===== src/rtl/pn_pkg.sv =====
// pn_pkg: state encoding, history width and degree mask shared by the PN generator/checker pair.
package pn_pkg;
  localparam int PN_MAXN = 13;
  typedef enum logic [1:0] {
    ST_ACQ = 2'd0,
    ST_VER = 2'd1,
    ST_LCK = 2'd2,
    ST_BAD = 2'd3
  } pn_state_t;
  function automatic logic [PN_MAXN-1:0] mask_n(input logic [3:0] num);
    return ~({PN_MAXN{1'b1}} << num);
  endfunction
endpackage


===== src/rtl/pn_predict.sv =====
// pn_predict: next PN bit as the parity of the tapped history bits within the active degree.
module pn_predict
  import pn_pkg::*;
(
  input  logic [PN_MAXN-1:0] h,
  input  logic [PN_MAXN-1:0] char_poly,
  input  logic [3:0]         num,
  output logic               p
);
  assign p = ^(h & char_poly & mask_n(num));
endmodule


===== config.mk =====
export PLATFORM = sky130hd
export DESIGN_NAME = pn_predict
export DESIGN_NICKNAME = d
export VERILOG_FILES = /design/src/rtl/pn_pkg.sv /design/src/rtl/pn_predict.sv
export SDC_FILE = /design/constraint.sdc
export NUM_CORES = 1
export LEC_CHECK = 0
export CAP_MARGIN = 20
export CORE_AREA = 2 2 39 41
export DETAILED_ROUTE_END_ITERATION = 10
export DIE_AREA = 0 0 41 43
export PLACE_DENSITY = 0.7
export SETUP_SLACK_MARGIN = 0.1
export SYNTH_ARGS = -nofsm -noshare
export SYNTH_HDL_FRONTEND = slang
export SYNTH_SLANG_ARGS = --single-unit

===== constraint.sdc =====
create_clock -name vclk -period 1.8
set_input_delay 0.27 -clock vclk [all_inputs]
set_output_delay 0.27 -clock vclk [all_outputs]
set_load 0.1 [all_outputs]

# Word level (Yosys, flattened, before mapping)
# Index checks and enable logic that the tools add are counted.
[classes]
n_shift = 1
bitwise = 3
n_reduce_logical = 1
[ops]
columns = ["op", "count"]
rows = [
  ["13-bit AND", 2],
  ["13-bit NOT", 1],
  ["13-bit parity", 1],
  ["13-bit by 4-bit left shift with 13-bit output, first input constant", 1],
]
[totals]
register_bits = 0
output_inout_bits = 1
elab_cells = 5

# Logic depth before layout (Yosys ltp)
[logic_depth]
depth_word = 4
ltp_mapped = 7

# Worst setup path after synthesis
# Ideal clock, no wire load.
[synth_timing]
path_kind = "input to output"
startpoint = "input num[3]"
endpoint = "output p"
arrival_ps = 2045
required_time_ps = 1530
setup_slack_ps = -515
cell_stages = 7
path_buffers = 1
cell_sequence = "buf_6 -> clkinv_1 -> a31oi_1 -> o31ai_1 -> xor2_1 -> xnor2_1 -> xnor3_1"
[synth_between]
elab_chain_cells = 4
[synth_lines]
columns = ["element", "line", "source"]
rows = [
  ["start, declared", "pn_predict.sv:7", "input logic [3:0] num,"],
  ["13-bit by 4-bit left shift with 13-bit output", "pn_pkg.sv:11", "return ~({PN_MAXN{1'b1}} << num);"],
  ["13-bit NOT", "pn_pkg.sv:11", ""],
  ["13-bit AND", "pn_predict.sv:10", "assign p = ^(h & char_poly & mask_n(num));"],
  ["13-bit parity", "pn_predict.sv:10", ""],
  ["end, declared", "pn_predict.sv:8", "output logic p"],
]
# Every way passes these cells.

# Worst setup path in the final report
[layout_timing]
startpoint = "input h[11]"
endpoint = "output p"
[layout_between]
elab_chain_cells = 3
[layout_lines]
columns = ["element", "line", "source"]
rows = [
  ["start, declared", "pn_predict.sv:5", "input logic [PN_MAXN-1:0] h,"],
  ["13-bit AND (2 in a row)", "pn_predict.sv:10", ""],
  ["13-bit parity", "pn_predict.sv:10", ""],
]
# Every way passes these cells.

==> impl_metrics.csv <==
group,metric,value,unit
layout,drive_gt1_frac,0.479,
worst_setup_path,arrival,1.71,ns
synthesis,syn_avg_cell_area,6.17,sq um
synthesis,ys_warn_count,0,
worst_setup_path,critPathKind,"primary input to output pin",
placed_design,gp_congestion,0.776,
synthesis,yosys.area_share.xor_xnor,0.263,
outcome,status,"complete, but fails checks",
worst_setup_path,path_cells,"dlygate4sd2_1 -> nand3_2 -> xnor2_2 -> xnor2_1 -> a21oi_1 -> xnor3_4 -> buf_12",
hold_path,hp-start,"num[3]",
global_routing,first_global_vias,492,
die,start_util,0.254,
die,dieArea,1760,sq um
placed_design,dpl_worst_slack,-0.667,ns
synthesis,synthCells,57,
synthesis,synth_compound_area_frac,0.377,
synthesis,synth-simple-area-share,0.292,
layout,design.seq.count,0,
layout,area_delta_synth_final,124,%
timing,fmax,504,MHz
timing,tightest_slew,0.208,ns
placed_design,place_hpwl,943,um
timing,rsz0062_at_grt,"true",
power,powerDensity,414,nW/um^2
power,ir_drop,0.000489,V
die,ioPinCount,31,
global_routing,globalRoute.totalOverflow,0,
global_routing,grt.met3_usage,0,
layout,clkbuf_count,0,
die,coreArea,1380,sq um
synthesis,synthDistinctLibCells,22,
worst_setup_path,crit_buf_inv,2,
worst_setup_path,start_kind,"primary input",
global_routing,grt_usage,0.133,
die,rows,14,
drt,drt_first_pass_iters,2,
timing,holdWs,1.38,ns
worst_setup_path,cp_top_family,"XOR/XNOR gates",
power,fin_total_pwr,327,uW
drt,ant_nets,0,
worst_setup_path,worstSetupEndpointType,"output pin",
timing,hold_viol_final,0,
die,die_h,43,um
hold_path,hp-class,"primary input to output pin",
synthesis,synth_area,352,sq um
worst_setup_path,cp_max_fo,1,
global_routing,grt_start_max_net_pins,7,
drt,viasPerCell,4.98,
layout,layout_common_cells,"8 x dlygate4sd2_1, 7 x clkbuf_2, 6 x buf_6, 6 x buf_4",
layout,fin_nets,126,
global_routing,grt.busiest_layer,"met2",
timing,setup_violations,1,
global_routing,use_met1,0.184,
synthesis,syn-num-nets,87,
timing,post-route-period-util,1.10,
timing,slew_headroom,0.861,
placed_design,port_buffers,31,
global_routing,grt_use_met2,0.234,
run,maxCapViolCount,0,
drt,post_drt_wl_per_cell,10.5,um
outcome,violations,"negative setup slack",
clock_tree,cts_hold_buf,0,
timing,finalCriticalPeriod,1.98,ns
layout,antenna_cells,0,
timing,maxSlewViolCount,0,
worst_setup_path,crit_path_top_delay_cell,"xnor3_4",
drt,drc,0,
layout,mostFrequentLayoutCell,"dlygate4sd2_1",
worst_setup_path,slowest_delay,0.52,ns
global_routing,grt_pass1_wl,1780,um
synthesis,synth-seq-area-share,0,
layout,seq_area,0,sq um
timing,worst_slack,-0.184,ns
drt,routed_wl,1160,um
synthesis,synth_top_family_by_area,"compound AO/OA/AOI/OAI gates",
drt,vias,548,
drt,drt_iter0_markers,7,
die,dieWidth,41,um
power,p_leak,0.000366,uW
hold_path,hold_path_depth,6,
global_routing,antenna_found_initial,0,
worst_setup_path,cp.required,1.53,ns
synthesis,synth_mux_area_frac,0,
synthesis,synthAdderAreaFrac,0,
hold_path,hold_end,"p",
-- Yosys cell counts, drive strengths merged --
| cell type | instances | area share |
|---|---|---|
| a211oi | 2 | 0.043 |
| a21oi | 6 | 0.085 |
| a31oi | 5 | 0.089 |
| and2 | 1 | 0.021 |
| buf | 2 | 0.046 |
| clkinv | 1 | 0.011 |
| inv | 1 | 0.011 |
| nand2 | 12 | 0.13 |
| nand3 | 3 | 0.043 |
| nand4 | 2 | 0.036 |
| nor2 | 2 | 0.021 |
| nor3 | 3 | 0.043 |
| o2111ai | 1 | 0.025 |
| o211ai | 2 | 0.043 |
| o21ai | 3 | 0.053 |
| o22ai | 1 | 0.018 |
| o31ai | 1 | 0.021 |
| xnor2 | 5 | 0.12 |
| xnor3 | 1 | 0.064 |
| xor2 | 3 | 0.075 |
-- per-layer routing --
layer	up-vias	wire, um
li1	289	-
met1	246	494
met2	13	613
met3	0	50
met4	0	0
met5	-	0
-- cell type report --
class              instances  area [sq um]
repair buffers            39           343
fillers                  142           596
well taps                 16          20.0
inverters                  2          12.5
multi-input cells         53           413
-- where the power goes --
group          total (uW)  internal, uW  switching, uW
Combinational         327           156            170
Sequential              0             0              0
Clock                   0             0              0
-- metrics by stage --
stage | TNS [ns] | utilization | instances | area, sq um
6_report | -0.184 | 0.570 | 110 | 788
5_1_grt | -0.247 | 0.570 | 110 | 788
4_1_cts | -0.258 | 0.548 | 110 | 758
3_5_place_dp | -0.667 | 0.528 | 108 | 731
3_3_place_gp | -0.677 | 0.528 | 108 | 731
2_1_floorplan | -0.0146 | - | 57 | 368
-- worst min-delay path: cells and delay by family --
| kind | cells | cell delay, ns |
|---|---|---|
| AO/OA/AOI/OAI | 1 | 0.06 |
| XOR/XNOR | 2 | 0.38 |
| buffers and inverters | 3 | 0.39 |
-- cells by family (layout without fill, tap and decap cells) --
logic type                Yosys count  in the layout
and+or+nand+nor                    23             23
xor gates and xnor gates            9              9
AOI/OAI and AO/OA                  21             21
buffers and inverters               4             41
-- worst max-delay path by stage --
stage,from,endpoint,slack [ns],cells past startpoint
floorplan,num[3],p,-0.01,7
global placement,num[2],p,-0.68,7
detailed placement,num[2],p,-0.67,7
CTS,num[1],p,-0.26,8
global route,h[11],p,-0.25,7
finish,h[11],p,-0.18,7
-- timing repair --
item,4_1_cts,5_1_grt
gates cloned,0,0
resized for setup,79,32
pin swaps,27,21
endpoints found under the setup margin,1,1
buffers inserted,2,0
No activity file was read; power rests on OpenSTA's default activity.
